<file path="src/rtl/cfg_loader.sv">
// Config fetch stage: handshakes one read with the off-chip config interface and captures
// NUM_WORDS words for the CCU. Optional trailing-XOR check with retries: CFG_LOADER_CHECKSUM_EN.
module cfg_loader #(
  parameter int DATA_WIDTH = 32,
  parameter int NUM_WORDS  = 8,
  parameter int CNT_WIDTH  = 4,
  parameter int MAX_RETRY  = 3
) (
  input  logic                            clk,
  input  logic                            rst,
  input  logic                            CFG_Req,
  output logic                            IFCFG_Req,
  input  logic                            IFCFG_Ack,
  input  logic                            IFCFG_Val,
  input  logic [DATA_WIDTH-1:0]           IFCFG_Dat,
  output logic                            IFCFG_RdDone,
  output logic                            CFG_Vld,
  output logic [NUM_WORDS*DATA_WIDTH-1:0] CFG_Words,
  output logic                            CFG_Err
);

  localparam logic [2:0] S_IDLE    = 3'd0;
  localparam logic [2:0] S_REQ     = 3'd1;
  localparam logic [2:0] S_RECV    = 3'd2;
  localparam logic [2:0] S_DONE    = 3'd3;
  localparam logic [2:0] S_WAITLOW = 3'd4;

  if (NUM_WORDS < 2 || (2 ** CNT_WIDTH) <= NUM_WORDS || MAX_RETRY < 0) begin : g_bad_params
    $error("cfg_loader: illegal parameter combination");
  end

`ifdef CFG_LOADER_CHECKSUM_EN
  // The checksum word arrives at index NUM_WORDS and is compared, never stored.
  localparam logic [CNT_WIDTH-1:0] LAST_IDX  = CNT_WIDTH'(NUM_WORDS);
  localparam int                   RETRY_W   = (MAX_RETRY > 1) ? $clog2(MAX_RETRY + 1) : 1;
  localparam logic [RETRY_W-1:0]   RETRY_MAX = RETRY_W'(MAX_RETRY);

  logic [RETRY_W-1:0]    retry_q, retry_d;
  logic [DATA_WIDTH-1:0] xor_q, xor_d;
`else
  localparam logic [CNT_WIDTH-1:0] LAST_IDX  = CNT_WIDTH'(NUM_WORDS - 1);
`endif

  logic [2:0]                      state_q, state_d;
  logic [CNT_WIDTH-1:0]            cnt_q, cnt_d;
  logic [NUM_WORDS*DATA_WIDTH-1:0] words_q, words_d;
  logic                            ifcfgReq_q, ifcfgReq_d;
  logic                            rdDone_q, rdDone_d;
  logic                            vld_q, vld_d;
  logic                            err_q, err_d;

  always_comb begin
    state_d    = state_q;
    cnt_d      = cnt_q;
    words_d    = words_q;
    ifcfgReq_d = ifcfgReq_q;
    rdDone_d   = 1'b0;
    vld_d      = vld_q;
    err_d      = err_q;
`ifdef CFG_LOADER_CHECKSUM_EN
    retry_d    = retry_q;
    xor_d      = xor_q;
`endif

    case (state_q)
      S_IDLE: begin
        if (CFG_Req) begin
          state_d    = S_REQ;
          ifcfgReq_d = 1'b1;
          vld_d      = 1'b0;
          err_d      = 1'b0;
          cnt_d      = '0;
`ifdef CFG_LOADER_CHECKSUM_EN
          retry_d    = '0;
          xor_d      = '0;
`endif
        end
      end

      S_REQ: begin
        if (!CFG_Req) begin
          state_d    = S_IDLE;
          ifcfgReq_d = 1'b0;
          vld_d      = 1'b0;
          err_d      = 1'b1;
        end else if (IFCFG_Ack) begin
          state_d    = S_RECV;
          ifcfgReq_d = 1'b0;
        end
      end

      S_RECV: begin
        // Dropping the request mid-load aborts; words already written are left as-is.
        if (!CFG_Req) begin
          state_d = S_IDLE;
          vld_d   = 1'b0;
          err_d   = 1'b1;
        end else if (IFCFG_Val) begin
          for (int k = 0; k < NUM_WORDS; k++) begin
            if (cnt_q == CNT_WIDTH'(k)) begin
              words_d[k*DATA_WIDTH +: DATA_WIDTH] = IFCFG_Dat;
            end
          end
          cnt_d = cnt_q + 1'b1;
`ifdef CFG_LOADER_CHECKSUM_EN
          xor_d = xor_q ^ IFCFG_Dat;
          if (cnt_q == LAST_IDX) begin
            if (IFCFG_Dat == xor_q) begin
              state_d  = S_DONE;
              rdDone_d = 1'b1;
              vld_d    = 1'b1;
            end else if (retry_q == RETRY_MAX) begin
              state_d  = S_DONE;
              rdDone_d = 1'b1;
              vld_d    = 1'b0;
              err_d    = 1'b1;
            end else begin
              state_d    = S_REQ;
              ifcfgReq_d = 1'b1;
              retry_d    = retry_q + 1'b1;
              cnt_d      = '0;
              xor_d      = '0;
            end
          end
`else
          if (cnt_q == LAST_IDX) begin
            state_d  = S_DONE;
            rdDone_d = 1'b1;
            vld_d    = 1'b1;
          end
`endif
        end
      end

      S_DONE: begin
        state_d = S_WAITLOW;
      end

      // Hold here until the CCU drops its level request so one request gives one load.
      S_WAITLOW: begin
        if (!CFG_Req) begin
          state_d = S_IDLE;
        end
      end

      default: begin
        state_d    = S_IDLE;
        ifcfgReq_d = 1'b0;
      end
    endcase
  end

  always_ff @(posedge clk) begin
    if (rst) begin
      state_q    <= S_IDLE;
      cnt_q      <= '0;
      words_q    <= '0;
      ifcfgReq_q <= 1'b0;
      rdDone_q   <= 1'b0;
      vld_q      <= 1'b0;
      err_q      <= 1'b0;
`ifdef CFG_LOADER_CHECKSUM_EN
      retry_q    <= '0;
      xor_q      <= '0;
`endif
    end else begin
      state_q    <= state_d;
      cnt_q      <= cnt_d;
      words_q    <= words_d;
      ifcfgReq_q <= ifcfgReq_d;
      rdDone_q   <= rdDone_d;
      vld_q      <= vld_d;
      err_q      <= err_d;
`ifdef CFG_LOADER_CHECKSUM_EN
      retry_q    <= retry_d;
      xor_q      <= xor_d;
`endif
    end
  end

  assign IFCFG_Req    = ifcfgReq_q;
  assign IFCFG_RdDone = rdDone_q;
  assign CFG_Vld      = vld_q;
  assign CFG_Err      = err_q;
  assign CFG_Words    = words_q;

endmodule

</file>
<file path="config.mk">
export PLATFORM = sky130hd
export DESIGN_NAME = cfg_loader
export DESIGN_NICKNAME = d
export VERILOG_FILES = /design/src/rtl/cfg_loader.sv
export SDC_FILE = /design/constraint.sdc
export NUM_CORES = 1
export LEC_CHECK = 0
export CAP_MARGIN = 20
export CORE_MARGIN = 4
export CORE_UTILIZATION = 40
export CTS_BUF_LIST = sky130_fd_sc_hd__clkbuf_16
export CTS_CLUSTER_DIAMETER = 60
export CTS_CLUSTER_SIZE = 10
export DETAILED_ROUTE_END_ITERATION = 10
export PLACE_DENSITY = 0.77
export SLEW_MARGIN = 20
export SYNTH_ARGS = -nofsm -noshare
export SYNTH_HDL_FRONTEND = slang
export SYNTH_SLANG_ARGS = --single-unit
export TNS_END_PERCENT = 100
</file>
<file path="constraint.sdc">
create_clock -name clk -period 2.3 [get_ports clk]
set_input_delay 0.23 -clock clk [delete_from_list [all_inputs] [get_ports clk]]
set_output_delay 0.23 -clock clk [all_outputs]
set_load 0.05 [all_outputs]
</file>
==> impl_metrics.ini, run 1 <==
[worst_setup_path]
cp_data_arrival_time_ps = 2590
crit-reg2reg-launch = cnt_q[3]$_SDFFE_PP0P_
slowest_stage = or4b_1
worst-path-buf-inv = 2
path_delay_family = simple AND/OR/NAND/NOR gates
crit_type = reg -> reg
worstSetupStartpointType = flop
critPathMaxFanout = 20
cpPeakStageDelay_ps = 670
crit_chain = or4b_1 > buf_4 > nor3_4 > buf_4 > nand2_1 > a21oi_1
crit_path_frequent_cell = buf_4
crit_required_ps = 2760
crit_path_start = cnt_q[3]$_SDFFE_PP0P_
worstSetupEndpointType = flop

[drt]
routed_wl_mm = 33.26
drc_errors = 0
viasPerCell = 5.094
drt_pass1_iterations = 5
drt-wirelength-per-cell_um = 18.34
via_count = 9240
drt_iter0_markers = 710
ant_nets = 0

[clocking]
post-cts-setup-buffer-count = 0
clkSlewWorstSetupHoldPaths_ps = 60
h-tree-depth = 1
cts_made_buffers = 31
cts_sinks = 267
root_buffer = clkbuf_16
cts_tree = yes
cts_buffer_depth = 3
ctsResizeCount = 0
insertion_delay_ps = 540
cts_hold_buf = 0

[power_and_ir_drop]
pwr_density_cell_nw_per_um2 = 680.1
leakage_nw = 4.491
vdd_drop_max_v = 0.0004864
p_total_mw = 9.319

[sta]
timing.hold.ws_ps = 235.1
finalHoldViolations = 0
min_period_ps = 2125
worst_pin_slew_ps = 580.8
max_freq_mhz = 470.5
rsz0062_at_grt = no
finalSetupViolations = 0
finalSetupTns_ps = 0
report.final.slew_viol_count = 0
slew-limit-headroom_pct = 61.16
skew_ps = 6.419
fin_crit_sh_pct = 92.41

[synthesis]
ys_types = 30
synth_top_family_by_area = simple AND/OR/NAND/NOR gates
synth_compound_area_share_pct = 14.32
synth-seq-cells = 267
synth_warnings = 0
seq_area_frac_synth_pct = 54.97
synth_cells = 1247
syn_avg_cell_area_um2 = 7.798
synthSimpleGateAreaFrac_pct = 23.38
syn_nets = 1288
synthAdderAreaFrac_pct = 0.5147
synth_xor_area_share_pct = 0.09007
syn-cell-area_um2 = 9724
muxShareOfSynthArea_pct = 0.2187

[final_layout]
n_antenna_cell = 0
fill_cells = 2154
seq_area_um2 = 5345
fin_cells = 1814
layout_common_cells = 515 x nand2_1, 295 x clkdlybuf4s50_1, 267 x dfxtp_1, 262 x a21oi_1, 42 x buf_4
syn_to_final_growth_pct = 40.92
multiInputGateArea_um2 = 3796
post-route-util_pct = 57.86
drive_above_1_share_pct = 5.819
nets = 1535
layout_commonest_cell = nand2_1

[floorplan]
core_um2 = 23680
die_x_um = 163.9
start_util_pct = 41.06
die-area_um2 = 26870
io_pins = 297
die_h_um = 163.9
rows = 56

[grt]
grt-ovfl-total = 0
track_usage_pct = 23.94
grt_pass1_vias = 8925
antenna_found_initial = 0
grt_start_max_net_pins = 82
grt_first_pass_wirelength_mm = 50.80

[placement]
gp_routability_congestion = 0.8306
dp_cells = 1780
portBuffers = 296
dp_hpwl_mm = 22.69

[status]
outcome = finished, final reports clean

[min_path]
worstHoldPathType = in -> reg
min_from = rst

[flow_run]
cap_viol_max_count = 0
synth_stat cells:
| library cell | n | share of area, % |
|---|---|---|
| inv_1 | 6 | 0.23 |
| clkbuf_1 | 59 | 2.3 |
| buf_6 | 7 | 0.81 |
| nand2_1 | 515 | 20 |
| a211o_1 | 1 | 0.090 |
| a21oi_1 | 262 | 13 |
| o32ai_1 | 2 | 0.18 |
| nand2b_1 | 5 | 0.32 |
| or4b_1 | 1 | 0.10 |
| nor2_1 | 7 | 0.27 |
| dfxtp_1 | 267 | 55 |
| nor2b_1 | 3 | 0.19 |
| xor2_1 | 1 | 0.090 |
| nand4b_1 | 2 | 0.18 |
| buf_2 | 59 | 3.0 |
| nor3b_1 | 1 | 0.077 |
| o21ai_0 | 2 | 0.10 |
| mux2i_1 | 1 | 0.10 |
| nor3_1 | 5 | 0.26 |
| and3_1 | 1 | 0.064 |
| nand3_1 | 7 | 0.36 |
| mux2_2 | 1 | 0.12 |
| o31ai_1 | 1 | 0.077 |
| a211oi_1 | 4 | 0.31 |
| buf_8 | 1 | 0.15 |
| o21a_1 | 1 | 0.077 |
| nor3_2 | 8 | 0.82 |
| or3_1 | 12 | 0.77 |
| nand3b_1 | 1 | 0.077 |
| ha_1 | 4 | 0.51 |
report_power, final:
part / leakage (nW) / internal, mW / switching [mW]
Clock: 0.402 / 2.47 / 1.74
Combinational: 1.94 / 0.146 / 0.310
Sequential: 2.15 / 4.65 / 0.00975
Total: 4.49 / 7.26 / 2.06
final cells by class:
type                       instances  area share [%]
multi-input combinational        848           27.70
sequential                       267           39.01
inverter                           6          0.1644
tap                              319           2.913
clock inverter                     3          0.3104
timing repair buffer             340           24.24
clock buffer                      31           5.661
metal layers:
metal / routed length (um) / global-route usage [%] / share of wire, % / vias to the layer above
li1: - / - / - / 4461
met2: 15940 / 41.13 / 48 / 425
met4: 826 / 6.138 / 2.5 / 0
met1: 13070 / 29.65 / 39 / 4295
met3: 3433 / 6.826 / 10 / 59
met5: 0 / 0 / 0 / -
path summary, 6_finish.rpt:
check | to | slack [ps] | depth (start not counted)
setup / recovery | CFG_Words[6]$_SDFFE_PP0P_ | 170 | 6
hold / removal | state_q[2]$_SDFFE_PP0P_ | 240 | 2
setup reg to reg | CFG_Words[6]$_SDFFE_PP0P_ | 170 | 6
hold reg to reg | CFG_Words[171]$_SDFFE_PP0P_ | 450 | 2
flip-flops by register name, indices dropped and copies added, names as in the netlist:
name,cells
CFG_Vld,1
CFG_Words,256
cnt_q,4
state_q,3
IFCFG_RdDone,1
CFG_Err,1
IFCFG_Req,1
cell families after synthesis:
logic type	Yosys count
DFF	267
buffers and inverters	132
adders and majority gates	4
muxes	2
AOI/OAI and AO/OA	273
and+or+nand+nor	568
xor gates and xnor gates	1
stage by stage:
step	cell area (um2)	setup slack, ps
after CTS	13700	177.5
after detailed placement	12880	201.3
after global placement	12880	301.0
after floorplan	9724	302.5
after global routing	13700	21.16
final	13700	174.6
No activity file was read; power rests on OpenSTA's default activity.
==> run 2, diff against run 1 <==
Settings changed: MAX_ROUTING_LAYER from default to met4.
==> impl_metrics.ini, run 2 (synthesized netlist as in run 1, its figures left out) <==
[clocking]
cts_hold_buf = 0
cts_tree = yes
ctsResizeCount = 0
h-tree-depth = 1
root_buffer = clkbuf_16
cts_made_buffers = 31
post-cts-setup-buffer-count = 0
cts_sinks = 267
cts_buffer_depth = 3
clkSlewWorstSetupHoldPaths_ps = 60
insertion_delay_ps = 540

[drt]
routed_wl_mm = 33.22
drc_errors = 0
ant_nets = 0
viasPerCell = 5.065
via_count = 9188
drt_pass1_iterations = 5
drt_iter0_markers = 711
drt-wirelength-per-cell_um = 18.31

[placement]
portBuffers = 296
dp_slack_ps = 201.3
dp_hpwl_mm = 22.69
gp_routability_congestion = 0.8433
dp_cells = 1780

[sta]
finalHoldViolations = 0
min_period_ps = 2137
finalSetupTns_ps = 0
max_freq_mhz = 468.0
rsz0062_at_grt = no
report.final.slew_viol_count = 0
slew-limit-headroom_pct = 60.36
finalSetupViolations = 0
fin_ws_ps = 163.4
skew_ps = 7.902
worst_pin_slew_ps = 592.8
fin_crit_sh_pct = 92.90

[worst_setup_path]
reg2reg_to = CFG_Words[185]$_SDFFE_PP0P_
slowest_stage = or4b_1
worst-r2r-setup-slack_ps = 160
critPathMaxFanout = 22
crit_required_ps = 2760
cp_data_arrival_time_ps = 2600
worst-path-buf-inv = 2
worstSetupEndpointType = flop
worstSetupStartpointType = flop
crit_path_frequent_cell = buf_4
cpPeakStageDelay_ps = 670
rr_worst_depth = 6
crit_type = reg -> reg
path_delay_family = simple AND/OR/NAND/NOR gates
crit_chain = or4b_1 > buf_4 > nor3_4 > buf_4 > nand2_1 > a21oi_1
crit-reg2reg-launch = cnt_q[3]$_SDFFE_PP0P_

[floorplan]
start_util_pct = 41.06
die_h_um = 163.9
io_pins = 297
rows = 56
die-area_um2 = 26870
die_x_um = 163.9
core_um2 = 23680

[min_path]
holdPathEnd = CFG_Words[127]$_SDFFE_PP0P_
hold_depth = 2
worstHoldPathType = in -> reg
min_from = rst

[final_layout]
nets = 1535
drive_above_1_share_pct = 5.819
n_antenna_cell = 0
largest_reg_flops = 256
fin_cells = 1814
fill_cells = 2154
layout_common_cells = 515 x nand2_1, 295 x clkdlybuf4s50_1, 267 x dfxtp_1, 262 x a21oi_1, 42 x buf_4
layout_commonest_cell = nand2_1
syn_to_final_growth_pct = 40.92

[grt]
track_usage_pct = 24.61
grt_pass1_vias = 8957
grt_first_pass_wirelength_mm = 50.65
antenna_found_initial = 0
grt_start_max_net_pins = 82
grt-ovfl-total = 0

[power_and_ir_drop]
pwr_density_cell_nw_per_um2 = 679.1
leakage_nw = 4.491
vdd_drop_max_v = 0.0004867

[status]
outcome = finished, final reports clean

[flow_run]
cap_viol_max_count = 0
## run 2: final cells by class
type	instances	area (um2)	share of cell area, %
Clock buffer	31	775.7	5.661
Clock inverter	3	42.54	0.3104
Inverter	6	22.52	0.1644
Multi-Input combinational cell	848	3796	27.70
Sequential cell	267	5345	39.01
Tap cell	319	399.1	2.913
Timing Repair Buffer	340	3322	24.24
## run 2: how the worst max path moves through the flow
stage	startpoint	endpoint	slack (ps)	depth (start not counted)
after floorplan	state_q[0]$_SDFFE_PP0P_	CFG_Words[85]$_SDFFE_PP0P_	300	9
after global placement	cnt_q[3]$_SDFFE_PP0P_	CFG_Words[191]$_SDFFE_PP0P_	300	6
after detailed placement	cnt_q[3]$_SDFFE_PP0P_	CFG_Words[161]$_SDFFE_PP0P_	200	6
after CTS	cnt_q[3]$_SDFFE_PP0P_	CFG_Words[6]$_SDFFE_PP0P_	180	6
after global routing	cnt_q[3]$_SDFFE_PP0P_	CFG_Words[185]$_SDFFE_PP0P_	20	6
final	cnt_q[3]$_SDFFE_PP0P_	CFG_Words[185]$_SDFFE_PP0P_	160	6
## run 2: power by group
group / internal [mW] / leakage, nW / switching (mW)
Combinational: 0.146 / 1.94 / 0.309
Clock: 2.46 / 0.402 / 1.73
Sequential: 4.65 / 2.15 / 0.00969
Total: 7.26 / 4.49 / 2.05
## run 2: metal layers
| layer | part of all wire [%] | vias to the layer above | wire (um) | global-route usage [%] |
|---|---|---|---|---|
| met1 | 40 | 4271 | 13150 | 29.65 |
| met5 | 0 | - | 0 | - |
| li1 | - | 4460 | - | - |
| met4 | 2.3 | 0 | 772 | 6.138 |
| met3 | 10 | 59 | 3332 | 6.625 |
| met2 | 48 | 398 | 15960 | 41.19 |
## run 2: worst reg2reg max path, cell delays in order, from the launching register on
cell	delay, ps
dfxtp_1	320
or4b_1	670
buf_4	280
nor3_4	190
buf_4	330
nand2_1	110
a21oi_1	160
## run 2: metrics by stage
| stage | util, % | area (um2) | power, mW | hold WS (ps) |
|---|---|---|---|---|
| 2_1_floorplan | - | 9724 | 5.046 | 464.3 |
| 3_3_place_gp | 54.41 | 12880 | 5.205 | 440.3 |
| 3_5_place_dp | 54.41 | 12880 | 5.207 | 445.7 |
| 4_1_cts | 57.86 | 13700 | 9.385 | 212.9 |
| 5_1_grt | 57.86 | 13700 | 9.622 | 277.1 |
| 6_report | 57.86 | 13700 | 9.306 | 232.0 |
==> run 3, diff against run 2 <==
Settings changed: CORE_UTILIZATION 40 to 47, GPL_ROUTABILITY_DRIVEN from default to 0, PLACE_DENSITY 0.77 to 0.87.
==> impl_metrics.ini, run 3 (synthesized netlist as in run 1, its figures left out) <==
[worst_setup_path]
slowest_stage = or4b_1
crit_type = reg -> reg
crit_required_ps = 2750
worst-path-buf-inv = 2
path_delay_family = simple AND/OR/NAND/NOR gates
cpPeakStageDelay_ps = 660
cp_data_arrival_time_ps = 2580
crit_path_frequent_cell = buf_4
crit_chain = or4b_1 > buf_4 > nor3_4 > buf_4 > nand2_1 > a21oi_1
critPathMaxFanout = 22
worstSetupEndpointType = flop
worstSetupStartpointType = flop

[sta]
report.final.slew_viol_count = 0
max_freq_mhz = 469.9
finalSetupViolations = 0
min_period_ps = 2128
skew_ps = 13.13
fin_ws_ps = 171.9
finalSetupTns_ps = 0
finalHoldViolations = 0
fin_crit_sh_pct = 92.53
slew-limit-headroom_pct = 59.09
worst_pin_slew_ps = 611.8
rsz0062_at_grt = no

[power_and_ir_drop]
p_int_mw = 7.133
pwr_density_cell_nw_per_um2 = 668.8
pwr-share-clk_pct = 43.9
vdd_drop_max_v = 0.0005797
p_total_mw = 9.112
switchingPower_mw = 1.979
comb_power_share_pct = 5.0
leakage_nw = 4.480
p_seq_share_pct = 51.1
p_sw_share_pct = 21.72

[clocking]
h-tree-depth = 1
cts_tree = yes
cts_sinks = 267
cts_hold_buf = 0
cts_made_buffers = 30
post-cts-setup-buffer-count = 0
clkSlewWorstSetupHoldPaths_ps = 50
ctsResizeCount = 0
cts_buffer_depth = 3
root_buffer = clkbuf_16
insertion_delay_ps = 540

[floorplan]
io_pins = 297
rows = 52
die_h_um = 151.8
die-area_um2 = 23060
start_util_pct = 47.90
core_um2 = 20300
die_x_um = 151.8

[drt]
drt-wirelength-per-cell_um = 18.38
drt_iter0_markers = 665
viasPerCell = 5.367
drc_errors = 0
routed_wl_mm = 32.42
via_count = 9468
drt_pass1_iterations = 5
ant_nets = 0

[min_path]
worstHoldPathType = in -> reg

[final_layout]
fill_cells = 1617
drive_above_1_share_pct = 5.823
layout_commonest_cell = nand2_1
layout_common_cells = 515 x nand2_1, 295 x clkdlybuf4s50_1, 267 x dfxtp_1, 262 x a21oi_1, 42 x buf_4
n_antenna_cell = 0
seq_area_um2 = 5345
multiInputGateArea_um2 = 3796
stdcell_area_um2 = 13620
largest_reg_flops = 256
nets = 1535
fin_cells = 1764
syn_to_final_growth_pct = 40.11

[grt]
antenna_found_initial = 0
track_usage_pct = 27.09
grt_util_met3_pct = 6.143
use_met2_pct = 44.67
grt_pass1_vias = 9003
grt_first_pass_wirelength_mm = 49.43
grt-ovfl-total = 0
top_usage_layer = met2
use_met1_pct = 32.50
grt_start_max_net_pins = 88

[status]
outcome = finished, final reports clean

[placement]
portBuffers = 296
dp_slack_ps = 229.9
placed_area_um2 = 12840
dp_hpwl_mm = 22.17
dp_cells = 1732

[flow_run]
cap_viol_max_count = 0
==> run 3: power by group through the flow <==
stage | Clock, mW | Sequential (mW) | Combinational (mW)
floorplan | 0 | 4.80 | 0.249
global placement | 0 | 4.76 | 0.441
detailed placement | 0 | 4.76 | 0.445
CTS | 4.07 | 4.66 | 0.447
global route | 4.26 | 4.66 | 0.484
finish | 4.00 | 4.66 | 0.453
==> run 3: path summary, 6_finish.rpt <==
kind	from	depth (start not counted)	endpoint	slack, ps
setup / recovery	cnt_q[3]$_SDFFE_PP0P_	6	CFG_Words[181]$_SDFFE_PP0P_	170
hold / removal	rst	2	CFG_Words[30]$_SDFFE_PP0P_	270
setup reg to reg	cnt_q[3]$_SDFFE_PP0P_	6	CFG_Words[181]$_SDFFE_PP0P_	170
hold reg to reg	CFG_Words[115]$_SDFFE_PP0P_	2	CFG_Words[115]$_SDFFE_PP0P_	450
==> run 3: layout make-up <==
type	instances	area share (%)
Sequential cell	267	39.23
Multi-Input combinational cell	848	27.86
Timing Repair Buffer	341	24.53
Clock buffer	31	5.694
Tap cell	270	2.480
Inverter	6	0.1653
Clock inverter	1	0.03673
==> run 3: through the flow <==
stage | hold slack [ps] | utilization, %
2_1_floorplan | 464.3 | -
3_3_place_gp | 440.5 | 63.27
3_5_place_dp | 445.3 | 63.27
4_1_cts | 239.3 | 67.12
5_1_grt | 283.3 | 67.12
6_report | 267.4 | 67.12
==> run 3: worst reg2reg max path: stages, from the launching register on <==
cell	delay, ps
dfxtp_1	320
or4b_1	660
buf_4	280
nor3_4	200
buf_4	300
nand2_1	120
a21oi_1	170
==> run 3: routing by layer <==
layer | part of all wire (%) | vias to the layer above
met3 | 9.9 | 96
met2 | 48 | 495
met4 | 4.1 | 0
met1 | 38 | 4414
li1 | - | 4463
met5 | 0 | -
